## src/rtl/unified_mem_arbiter.sv

```systemverilog
// Arbitrates one single-ported unified memory between instruction fetch and data accesses.
// Data wins ties; a starvation counter forces a fetch grant after STARVE_MAX data grants.
module unified_mem_arbiter #(
  parameter int unsigned ADDR_W     = 32,
  parameter int unsigned DATA_W     = 32,
  parameter int unsigned MEM_LAT    = 1,
  parameter int unsigned STARVE_MAX = 2
) (
  input  logic              clk,
  input  logic              rst,
  input  logic              fetch_req,
  input  logic [ADDR_W-1:0] fetch_addr,
  output logic              fetch_ack,
  output logic [DATA_W-1:0] fetch_rdata,
  input  logic              data_req,
  input  logic              data_we,
  input  logic [ADDR_W-1:0] data_addr,
  input  logic [DATA_W-1:0] data_wdata,
  input  logic [3:0]        data_be,
  output logic              data_ack,
  output logic [DATA_W-1:0] data_rdata,
  output logic              mem_en,
  output logic              mem_we,
  output logic [3:0]        mem_be,
  output logic [ADDR_W-1:0] mem_addr,
  output logic [DATA_W-1:0] mem_wdata,
  input  logic [DATA_W-1:0] mem_rdata
);

  localparam int unsigned LAT_W    = 3;
  localparam int unsigned STARVE_W = 4;

  localparam logic [0:0] S_IDLE = 1'b0;
  localparam logic [0:0] S_WAIT = 1'b1;

  localparam logic OWN_FETCH = 1'b0;
  localparam logic OWN_DATA  = 1'b1;

  localparam logic [LAT_W-1:0]    LAT_INIT   = LAT_W'(MEM_LAT - 1);
  localparam logic [STARVE_W-1:0] STARVE_LIM = STARVE_W'(STARVE_MAX);

  logic [0:0]          state_q, state_d;
  logic [LAT_W-1:0]    lat_cnt_q, lat_cnt_d;
  logic [STARVE_W-1:0] starve_cnt_q, starve_cnt_d;
  logic                owner_q, owner_d;
  logic                store_q, store_d;

  logic grant_data;
  logic grant_fetch;
  logic ack_cycle;
  logic issue;
  logic ack_live;
  logic is_store;

  // Next-state: arbitration in IDLE, latency countdown in WAIT.
  always_comb begin
    state_d      = state_q;
    lat_cnt_d    = lat_cnt_q;
    starve_cnt_d = starve_cnt_q;
    owner_d      = owner_q;
    store_d      = store_q;
    grant_data   = 1'b0;
    grant_fetch  = 1'b0;
    ack_cycle    = 1'b0;

    case (state_q)
      S_IDLE: begin
        grant_data  = data_req && !(fetch_req && (starve_cnt_q == STARVE_LIM));
        grant_fetch = fetch_req && !grant_data;
        if (grant_data || grant_fetch) begin
          state_d   = S_WAIT;
          lat_cnt_d = LAT_INIT;
          owner_d   = grant_data ? OWN_DATA : OWN_FETCH;
          store_d   = grant_data && data_we;
        end
        if (!fetch_req || grant_fetch) begin
          starve_cnt_d = '0;
        end else if (grant_data && (starve_cnt_q < STARVE_LIM)) begin
          starve_cnt_d = starve_cnt_q + STARVE_W'(1);
        end
      end
      S_WAIT: begin
        if (lat_cnt_q == '0) begin
          ack_cycle = 1'b1;
          state_d   = S_IDLE;
        end else begin
          lat_cnt_d = lat_cnt_q - LAT_W'(1);
        end
      end
    endcase
  end

  always_ff @(posedge clk or posedge rst) begin
    if (rst) begin
      state_q      <= S_IDLE;
      lat_cnt_q    <= '0;
      starve_cnt_q <= '0;
      owner_q      <= OWN_FETCH;
      store_q      <= 1'b0;
    end else begin
      state_q      <= state_d;
      lat_cnt_q    <= lat_cnt_d;
      starve_cnt_q <= starve_cnt_d;
      owner_q      <= owner_d;
      store_q      <= store_d;
    end
  end

  // Outputs are qualified by rst so everything reads 0 while reset is held.
  assign issue    = !rst && (grant_data || grant_fetch);
  assign ack_live = !rst && ack_cycle;
  assign is_store = issue && grant_data && data_we;

  assign mem_en    = issue;
  assign mem_we    = is_store;
  assign mem_be    = is_store ? data_be : (issue ? 4'hF : 4'h0);
  assign mem_addr  = issue ? (grant_data ? data_addr : fetch_addr) : '0;
  assign mem_wdata = is_store ? data_wdata : '0;

  assign fetch_ack   = ack_live && (owner_q == OWN_FETCH);
  assign fetch_rdata = fetch_ack ? mem_rdata : '0;
  assign data_ack    = ack_live && (owner_q == OWN_DATA);
  assign data_rdata  = (data_ack && !store_q) ? mem_rdata : '0;

endmodule

```

## config.mk

```make
export PLATFORM = sky130hd
export DESIGN_NAME = unified_mem_arbiter
export DESIGN_NICKNAME = d
export VERILOG_FILES = /design/src/rtl/unified_mem_arbiter.sv
export SDC_FILE = /design/constraint.sdc
export NUM_CORES = 1
export LEC_CHECK = 0
export CAP_MARGIN = 40
export CORE_AREA = 4 4 103 105
export DETAILED_ROUTE_END_ITERATION = 10
export DIE_AREA = 0 0 107 109
export PLACE_DENSITY = 0.7
export SYNTH_ARGS = -nofsm -noshare
export SYNTH_HDL_FRONTEND = slang
export SYNTH_SLANG_ARGS = --single-unit
```

## constraint.sdc

```tcl
create_clock -name clk -period 1.7 [get_ports clk]
set_input_delay 0.17 -clock clk [delete_from_list [all_inputs] [get_ports clk]]
set_output_delay 0.17 -clock clk [all_outputs]
set_load 0.005 [all_outputs]
```

==> results.tsv, run 1 <==
stage	metric	value	unit
grt	antenna violations before repair	0	
placed_design	DP Area	5014	µm²
sta	setup tns final	-29.99	ns
cts	CTS Root Cell	clkbuf_8	
route	initial drt markers	200	
synthesis	Post-synth EDFFs	0	
setup_path	Setup CP Type	reg -> out	
cells_and_area	Fillers	828	
synthesis	FF+latch count, synth	10	
floorplanning	Top Ports	273	
setup_path	CP required	1.53	ns
cells_and_area	Design Area, Final	5741	µm²
sta	Final Critical Period	2.041	ns
floorplanning	Die Ht	109	µm
floorplanning	initial core utilization	0.2133	
route	Routed Antenna Nets	0	
placed_design	Post-Place Cells	685	
sta	# setup viols final	134	
floorplanning	Die Area	11660	µm²
route	DR WL/cell	19.14	µm
cts	clock tree from TritonCTS	yes	
setup_path	reg2reg start	starve_cnt_q[0]	
placed_design	DP HPWL	9.713	mm
synthesis	cells after synthesis	281	
setup_path	Max stage delay on crit path	0.33	ns
route	drt via density	4.454	
setup_path	timing endpoint of the critical path	data_rdata[12]	
cts	CTS HTree Levels	1	
cells_and_area	Finished Layout Cells	724	
setup_path	r2r setup slk	0.13	ns
grt	total track usage	0.2129	
route	Routed WL	13.86	mm
synthesis	biggest area consumer among synthesized cells	and2_1	
route	Via Count	3225	
flow_run	Max Cap Viol	0	
synthesis	Syn Std Cell Area	2056	µm²
setup_path	WP buf/inv	4	
cells_and_area	most frequent cells in the layout	134 x clkdlybuf4s50_1, 96 x buf_6, 76 x and2_4	
power_and_ir_drop	Clk pwr share	0.086	
cells_and_area	multi-input combinational cell area	1854	µm²
power_and_ir_drop	cell-internal power	2.242	mW
grt	vias in the first global route	3222	
setup_path	most frequent cell on the critical path	ha_4	
placed_design	DP Worst Slack	-0.5522	ns
grt	largest net degree at the start of global routing	66	
cells_and_area	flip-flop and latch area	251.5	µm²
cells_and_area	Layout Nets	733	
cts	clock transition at the registers of the reported paths	0.05	ns
synthesis	Yosys top cell area share	0.2921	
setup_path	crit path launch type	register	
synthesis	Net Count, Synth	422	
outcome	failing checks	negative setup slack	
sta	Highest Clock Rate	489.9	MHz
cts	Num CTS Buffers	3	
setup_path	Worst setup startpoint	lat_cnt_q[0]	
cts	CTS sink cnt	10	
setup_path	Max FO, Critical Path	8	
sta	Final WS setup	-0.3414	ns
setup_path	CP arrival	1.87	ns
cells_and_area	Layout area overhead	179.2	%
power_and_ir_drop	PwrDens	614.4	nW/µm²
setup_path	CP cell instances	inv_2 > ha_4 > ha_4 > and4b_1 > and2b_2 > buf_12 > buf_16 > and2_4 > buf_6	
power_and_ir_drop	Sequential Power Share	0.108	
cells_and_area	Antenna Diode Count	0	
setup_path	Reg2Reg Depth	7	
sta	Hold Vio Cnt, Final	0	
setup_path	nature of the critical path endpoint	primary output	
synthesis	register area share after synthesis	0.1217	
sta	max_slew headroom	0.7742	
power_and_ir_drop	switching portion of total power	0.3643	
setup_path	RR Endpoint	starve_cnt_q[1]	
floorplanning	Core ar.	9639	µm²
power_and_ir_drop	Psw	1.285	mW
grt	global-route wire length before repair	19.31	mm
sta	fin. max-slew vios	0	
sta	Clock Skew	0.003783	ns
synthesis	cell types occupying the most area after synthesis	and2_1 29%, mux2i_1 16%, nand3_1 16%, dfrtp_1 12%, buf_6 2.7%	
route	DRT Pass-1 Iters	5	
power_and_ir_drop	Peak supply drop	0.0008461	V
setup_path	CP max-delay cell	dfrtp_1	
route	# DRC	0	
placed_design	PortBufs	272	
grt	grt ovf	0	
cells_and_area	share of cells above drive strength 1	0.5093	
sta	RSZ-0062 raised after global routing	true	
sta	Tcrit/Tclk final	1.201	
setup_path	kind of cell adding the most delay to the critical path	simple AND/OR/NAND/NOR gates	
placed_design	RD Place Congestion	0.8207	
synthesis	yosys synthesis warning count	0	
sta	Worst Tran Pin Value	0.3388	ns
outcome	outcome	finished, violations left	
cells_and_area	commonest non-fill, non-tap cell in the layout	clkdlybuf4s50_1	
power_and_ir_drop	Pleak	2.643	nW
floorplanning	Die X	107	µm
setup_path	CP Depth	9	
synthesis	count of cell types in the netlist	34	
synthesis	Avg Synthesized Cell Area	7.316	µm²
floorplanning	# rows	36	
min_path	HP Class	in -> async	
power_and_ir_drop	Combinational Power Share	0.806	
synthesis	asr flop ratio synth	1.000	
power_and_ir_drop	Power, Total	3.527	mW
synthesis	Top FF cell, synth	dfrtp_1	
cts	clock latency on the worst-skew pair	0.24	ns
cts	clock buffer depth	2	
[through the flow]
| step | util | hold slack [ns] |
|---|---|---|
| after global routing | 0.5955 | 0.4452 |
| after floorplan | - | 0.3337 |
| after global placement | 0.5201 | 0.4871 |
| final | 0.5955 | 0.4257 |
| after CTS | 0.5816 | 0.3805 |
| after detailed placement | 0.5201 | 0.4765 |
[logic make-up (layout without fill, tap and decap cells)]
kind of cell / count (synthesis) / count (layout) / share of synthesized area
AND/OR/NAND/NOR: 183 / 183 / 0.5204
buffers and inverters: 35 / 345 / 0.1169
multiplexers: 33 / 33 / 0.1607
AO/OA/AOI/OAI: 16 / 16 / 0.05599
flip-flops: 10 / 10 / 0.1217
adder cells (fa/ha/maj): 4 / 4 / 0.02435
[state kept, by name, summed over array words and instances, names as in the netlist]
register      cells
owner_q           1
store_q           1
state_q           1
lat_cnt_q         3
starve_cnt_q      4
[worst min path at each step]
stage | from | endpoint | slack, ns | cells after the start
global route | rst | starve_cnt_q[1] | 0.45 | 3
CTS | rst | starve_cnt_q[1] | 0.38 | 3
finish | rst | starve_cnt_q[3] | 0.43 | 3
detailed placement | store_q | store_q | 0.48 | 1
floorplan | fetch_req | starve_cnt_q[0] | 0.33 | 2
global placement | store_q | store_q | 0.49 | 1
[cell usage after synthesis (3+ instances only)]
cell	number
clkbuf_1	7
buf_6	5
dlygate4sd1_1	4
buf_8	3
dfrtp_1	10
nand3_1	66
and2_1	96
mux2i_1	33
inv_1	6
buf_2	6
nor2_1	7
a21o_1	6
ha_1	4
[final cells by class]
cell class | count | share of cell area
clock buffer | 4 | 0.009590
inverter | 6 | 0.003923
multi-input combinational | 236 | 0.3230
sequential | 10 | 0.04381
tap | 133 | 0.02899
timing repair buffer | 335 | 0.5907
[power by group through the flow]
stage / Combinational, mW / Clock (mW) / Sequential [mW]
after detailed placement: 2.21 / 0 / 0.383
after global placement: 2.18 / 0 / 0.382
final: 2.84 / 0.304 / 0.381
after floorplan: 1.03 / 0 / 0.377
after global routing: 3.05 / 0.335 / 0.393
after CTS: 2.76 / 0.311 / 0.381
[tightest hold or removal path: stages]
cell and delay [ns]:
clkdlybuf4s50_1 0.53, inv_2 0.15, buf_4 0.14
[per-layer routing]
metal	vias up	track usage	wire length [µm]
li1	1583	-	-
met1	1496	0.2533	5360
met2	134	0.3984	7405
met3	12	0.04677	979
met4	0	0.03288	110
met5	-	0	0
[repair_timing]
action                                  CTS  global route
buffers inserted                         25             4
cloned                                   14             1
resized for setup                       700            59
endpoints found under the setup margin  136           139
hold buffers                              0             0
pin swaps                                52            16
No activity file was read; power rests on OpenSTA's default activity.
==> run 2: changes to the inputs <==
- CORE_AREA: 4 4 103 105 -> 4 4 104 106
- DIE_AREA: 0 0 107 109 -> 0 0 108 110
- DONT_BUFFER_PORTS: not set -> 1
- PLACE_DENSITY: 0.7 -> not set
==> results.tsv, run 2 (synthesis results as in run 1) <==
stage	metric	value	unit	change
outcome	outcome	finished, violations left		unchanged
outcome	failing checks	negative setup slack		unchanged
power_and_ir_drop	Peak supply drop	0.0004169	V	was 0.0008461 V
cts	clock buffer depth	2		unchanged
cts	clock transition at the registers of the reported paths	0.05	ns	about the same
route	drt via density	5.290		was 4.454
placed_design	DP Worst Slack	-0.04050	ns	was -0.5522 ns
sta	Hold Vio Cnt, Final	0		unchanged
cells_and_area	top flop regs	starve_cnt_q: 4 flops, lat_cnt_q: 3 flops		unchanged
route	Via Count	2259		was 3225
setup_path	Setup CP Type	reg -> out		unchanged
grt	grt ovf	0		unchanged
route	# DRC	0		unchanged
route	Routed Antenna Nets	0		unchanged
cts	clock tree from TritonCTS	yes		unchanged
floorplanning	Die Ht	110	µm	was 109 µm
cells_and_area	Finished Layout Cells	427		was 724
grt	GR Util met2	0.2349		was 0.3984
cts	Num CTS Buffers	3		unchanged
min_path	Hold EP	starve_cnt_q[0]		
sta	# setup viols final	128		was 134
route	DRT Pass-1 Iters	4		was 5
setup_path	reg2reg start	starve_cnt_q[0]		unchanged
sta	fin. max-slew vios	0		unchanged
min_path	hold_sp	fetch_req		
grt	total track usage	0.1360		was 0.2129
setup_path	Worst setup startpoint	starve_cnt_q[0]		was lat_cnt_q[0]
floorplanning	initial core utilization	0.2103		was 0.2133
cells_and_area	Layout area overhead	48.75	%	was 179.2%
setup_path	RR Endpoint	starve_cnt_q[2]		was starve_cnt_q[1]
floorplanning	Top Ports	273		unchanged
cells_and_area	Most flops, register	starve_cnt_q		unchanged
route	DR WL/cell	25.10	µm	was 19.14 µm
grt	global-route wire length before repair	12.34	mm	was 19.31 mm
setup_path	crit path launch type	register		unchanged
cells_and_area	Layout Nets	435		was 733
sta	max_slew headroom	0.6133		was 0.7742
cts	CTS HTree Levels	1		unchanged
placed_design	PortBufs	0		was 272
sta	Clock Skew	0.002149	ns	was 0.003783 ns
flow_run	Max Cap Viol	0		unchanged
sta	Final WS setup	-0.2161	ns	was -0.3414 ns
floorplanning	Core ar.	9774	µm²	was 9639 µm²
grt	met1 Use GR	0.1670		was 0.2533
cells_and_area	max reg flops	4		unchanged
cells_and_area	Fillers	1018		was 828
sta	Highest Clock Rate	521.9	MHz	was 489.9 MHz
setup_path	CP required	1.53	ns	about the same
placed_design	RD Place Congestion	0.6658		was 0.8207
min_path	hold depth	2		
cts	CTS sink cnt	10		unchanged
cells_and_area	commonest non-fill, non-tap cell in the layout	and2_4		was clkdlybuf4s50_1
grt	vias in the first global route	1978		was 3222
floorplanning	# rows	36		unchanged
setup_path	CP arrival	1.75	ns	was 1.87 ns
cts	CTS Root Cell	clkbuf_8		unchanged
setup_path	Max FO, Critical Path	8		unchanged
placed_design	Post-Place Cells	399		was 685
power_and_ir_drop	PwrDens	908.9	nW/µm²	was 614.4 nW/µm²
cells_and_area	most frequent cells in the layout	83 x and2_4, 66 x nand3_1, 16 x mux2i_4		was 134 x clkdlybuf4s50_1, 96 x buf_6, 76 x and2_4
cells_and_area	share of cells above drive strength 1	0.5734		was 0.5093
setup_path	Reg2Reg Depth	6		was 7
route	Routed WL	10.72	mm	was 13.86 mm
grt	largest net degree at the start of global routing	65		was 66
setup_path	nature of the critical path endpoint	primary output		unchanged
setup_path	r2r setup slk	0.10	ns	was 0.13 ns
sta	hold slack	0.1046	ns	was 0.4257 ns
grt	GRT Max-Usage Layer	met2		unchanged
placed_design	DP HPWL	7.298	mm	was 9.713 mm
cts	clock latency on the worst-skew pair	0.23	ns	was 0.24 ns
grt	met3 Resource Use GR	0.04718		was 0.04677
route	initial drt markers	151		was 200
sta	Worst Tran Pin Value	0.5800	ns	was 0.3388 ns
sta	Tcrit/Tclk final	1.127		was 1.201
floorplanning	Die Area	11880	µm²	was 11660 µm²
grt	antenna violations before repair	1		was 0
min_path	HP Class	in -> reg		was in -> async
power_and_ir_drop	Pleak	1.161	nW	was 2.643 nW
sta	RSZ-0062 raised after global routing	true		unchanged
sta	Final Critical Period	1.916	ns	was 2.041 ns
floorplanning	Die X	108	µm	was 107 µm
## run 2: how the worst max path moves through the flow
stage	end	cells after the start
2_1_floorplan	data_rdata[0]	7
3_3_place_gp	mem_addr[12]	6
3_5_place_dp	fetch_rdata[10]	5
4_1_cts	mem_addr[26]	7
5_1_grt	mem_addr[13]	7
6_report	mem_addr[13]	7
## run 2: power by group
part | internal, mW | switching, mW | total (mW)
clock network | 0.204 | 0.0927 | 0.296
registers | 0.333 | 0.0879 | 0.421
logic | 1.07 | 0.988 | 2.06
## run 2: layout make-up
class                   instances  area [µm²]  share of cell area
multi-input cells             240        2137              0.6989
repair buffers                 33       422.9              0.1383
clock buffers                   4       55.05             0.01800
diodes                          1       2.502           0.0008183
inverters                       6       22.52            0.007365
flip-flops and latches         10       251.5             0.08224
well taps                     133       166.4             0.05442
## run 2: worst max-delay path: stages (launching register included)
cell,delay (ns)
dfrtp_1,0.37
inv_1,0.06
ha_2,0.18
nand4bb_2,0.12
and3b_2,0.25
buf_6,0.14
clkbuf_16,0.17
mux2i_2,0.21
## run 2: what timing repair did
| item | in CTS | in global routing |
|---|---|---|
| buffers inserted | 8 | 1 |
| resized for setup | 87 | 73 |
| hold buffers | 1 | 0 |
| gates cloned | 9 | 4 |
| hold endpoints to repair | 10 | 0 |
| endpoints found under the setup margin | 133 | 135 |
| pin swaps | 37 | 15 |
## run 2: metal layers
layer	wire length, µm	up-vias
met4	108	0
met3	1035	5
li1	-	997
met1	3793	1127
met5	0	-
met2	5781	130
## run 2: per-stage QoR
step	power [mW]	area [µm²]	setup TNS (ns)	utilization
finish	2.779	3058	-15.17	0.3129
global route	2.972	3058	-22.68	0.3129
CTS	2.379	2653	-15.41	0.2714
detailed placement	1.605	2148	-0.9740	0.2198
global placement	1.553	2148	0	0.2198
floorplan	1.405	2056	0	-
==> run 3: changes to the inputs <==
- SETUP_SLACK_MARGIN: not set -> 0.3
- TNS_END_PERCENT: not set -> 50
==> results.tsv, run 3 (synthesis results as in run 1) <==
stage	metric	value	unit	change
cts	clock tree from TritonCTS	yes		unchanged
cells_and_area	top flop regs	starve_cnt_q: 4 flops, lat_cnt_q: 3 flops		unchanged
setup_path	Setup CP Type	reg -> out		unchanged
setup_path	CP arrival	1.66	ns	was 1.75 ns
cts	Num CTS Buffers	3		unchanged
power_and_ir_drop	Sequential Power Share	0.175		was 0.151
route	Routed WL	8.609	mm	was 10.72 mm
sta	max_slew headroom	0.7899		was 0.6133
grt	antenna violations before repair	0		was 1
sta	Final Critical Period	1.829	ns	was 1.916 ns
cells_and_area	most frequent cells in the layout	66 x nand3_1, 49 x and2_1, 47 x and2_4		was 83 x and2_4, 66 x nand3_1, 16 x mux2i_4
grt	GRT Max-Usage Layer	met2		unchanged
floorplanning	# rows	36		unchanged
grt	met3 Resource Use GR	0.02912		was 0.04718
floorplanning	Die X	108	µm	unchanged
cts	clock transition at the registers of the reported paths	0.05	ns	about the same
setup_path	CP required	1.53	ns	about the same
sta	Highest Clock Rate	546.8	MHz	was 521.9 MHz
cts	CTS Root Cell	clkbuf_8		unchanged
setup_path	Reg2Reg Depth	6		unchanged
grt	global-route wire length before repair	10.58	mm	was 12.34 mm
sta	Clock Skew	0.003690	ns	was 0.002149 ns
power_and_ir_drop	Psw	0.9655	mW	was 1.168 mW
sta	# setup viols final	74		was 128
power_and_ir_drop	Combinational Power Share	0.696		was 0.742
cells_and_area	Antenna Diode Count	0		was 1
cells_and_area	Most flops, register	starve_cnt_q		unchanged
power_and_ir_drop	PwrDens	870.9	nW/µm²	was 908.9 nW/µm²
grt	grt ovf	0		unchanged
placed_design	RD Place Congestion	0.8141		was 0.6658
floorplanning	Top Ports	273		unchanged
sta	Hold Vio Cnt, Final	0		unchanged
setup_path	crit path launch type	register		unchanged
grt	largest net degree at the start of global routing	66		was 65
power_and_ir_drop	Peak supply drop	0.0007830	V	was 0.0004169 V
route	Routed Antenna Nets	0		unchanged
sta	RSZ-0062 raised after global routing	true		unchanged
floorplanning	Die Ht	110	µm	unchanged
power_and_ir_drop	Pleak	0.9822	nW	was 1.161 nW
power_and_ir_drop	Clk pwr share	0.129		was 0.107
min_path	Hold EP	starve_cnt_q[3]		was starve_cnt_q[0]
outcome	outcome	finished, violations left		unchanged
min_path	HP Class	in -> reg		unchanged
cells_and_area	max reg flops	4		unchanged
setup_path	Max FO, Critical Path	16		was 8
sta	Final WS setup	-0.1289	ns	was -0.2161 ns
cts	clock latency on the worst-skew pair	0.23	ns	about the same
grt	GR Util met2	0.1905		was 0.2349
cts	CTS sink cnt	10		unchanged
grt	vias in the first global route	1826		was 1978
sta	Worst Tran Pin Value	0.3151	ns	was 0.5800 ns
route	initial drt markers	128		was 151
route	Via Count	2081		was 2259
floorplanning	Die Area	11880	µm²	unchanged
route	DRT Pass-1 Iters	4		unchanged
flow_run	Max Cap Viol	0		unchanged
floorplanning	initial core utilization	0.2103		unchanged
power_and_ir_drop	Power, Total	2.242	mW	was 2.779 mW
setup_path	r2r setup slk	0.21	ns	was 0.10 ns
min_path	hold_sp	data_req		was fetch_req
sta	Tcrit/Tclk final	1.076		was 1.127
grt	met1 Use GR	0.1453		was 0.1670
setup_path	nature of the critical path endpoint	primary output		unchanged
cells_and_area	post-layout util	0.2634		was 0.3129
power_and_ir_drop	switching portion of total power	0.4306		was 0.4203
cells_and_area	commonest non-fill, non-tap cell in the layout	nand3_1		was and2_4
floorplanning	Core ar.	9774	µm²	unchanged
route	drt via density	5.076		was 5.290
cells_and_area	Layout area overhead	25.26	%	was 48.75%
power_and_ir_drop	cell-internal power	1.277	mW	was 1.611 mW
placed_design	PortBufs	0		unchanged
setup_path	Worst setup startpoint	starve_cnt_q[1]		was starve_cnt_q[0]
cells_and_area	share of cells above drive strength 1	0.3502		was 0.5734
min_path	hold depth	2		unchanged
outcome	failing checks	negative setup slack		unchanged
setup_path	RR Endpoint	starve_cnt_q[2]		unchanged
placed_design	DP HPWL	6.805	mm	was 7.298 mm
route	DR WL/cell	21.00	µm	was 25.10 µm
cells_and_area	Layout Nets	419		was 435
cts	clock buffer depth	2		unchanged
sta	fin. max-slew vios	0		unchanged
route	# DRC	0		unchanged
cells_and_area	Fillers	1047		was 1018
grt	total track usage	0.1134		was 0.1360
cts	CTS HTree Levels	1		unchanged
setup_path	reg2reg start	starve_cnt_q[0]		unchanged
[run 3: layout make-up]
type / instances / area, µm² / area share
clock buffers: 4 / 55.05 / 0.02138
repair buffers: 21 / 279.0 / 0.1084
inverters: 6 / 22.52 / 0.008746
well taps: 133 / 166.4 / 0.06463
multi-input cells: 236 / 1802 / 0.6997
flip-flops and latches: 10 / 250.2 / 0.09718
[run 3: metrics by stage]
stage	hold WS [ns]	std cells	TNS [ns]	setup WS, ns	cell area [µm²]
finish	0.1395	410	-6.921	-0.1289	2575
CTS	0.1342	408	-7.760	-0.1416	2519
detailed placement	-0.03482	399	0	0.06567	2250
global route	0.1515	410	-15.13	-0.1962	2575
global placement	-0.03986	399	0	0.1120	2250
floorplan	0.3337	281	0	0.1221	2140
[run 3: worst max path at each step]
stage	endpoint	depth (start not counted)
2_1_floorplan	mem_addr[10]	7
6_report	mem_addr[0]	5
5_1_grt	mem_addr[19]	5
4_1_cts	mem_addr[19]	5
3_5_place_dp	mem_addr[16]	6
3_3_place_gp	mem_wdata[9]	6
[run 3: repair_timing]
action,CTS,global route
hold endpoints to repair,5,0
setup endpoints to repair,140,140
setup buffers,2,1
gates cloned,1,1
gates resized for setup,57,7
pin swaps,41,5
hold buffers,2,0
[run 3: worst max-delay path: stages, from the launching register on]
cell,delay (ns)
dfrtp_1,0.40
ha_4,0.18
nand4bb_4,0.09
and3b_2,0.26
clkbuf_16,0.23
mux2i_2,0.26
[run 3: per-layer routing]
metal	wire length (µm)	share of wire	vias up
met5	0	0	-
met4	183	0.021	0
met3	809	0.094	12
met2	4097	0.48	143
met1	3519	0.41	979
li1	-	-	947
[run 3: power by group through the flow]
| stage | Combinational (mW) | Sequential [mW] | Clock, mW |
|---|---|---|---|
| floorplan | 1.12 | 0.382 | 0 |
| global placement | 1.31 | 0.385 | 0 |
| detailed placement | 1.35 | 0.390 | 0 |
| CTS | 1.48 | 0.393 | 0.300 |
| global route | 1.72 | 0.399 | 0.310 |
| finish | 1.56 | 0.393 | 0.290 |
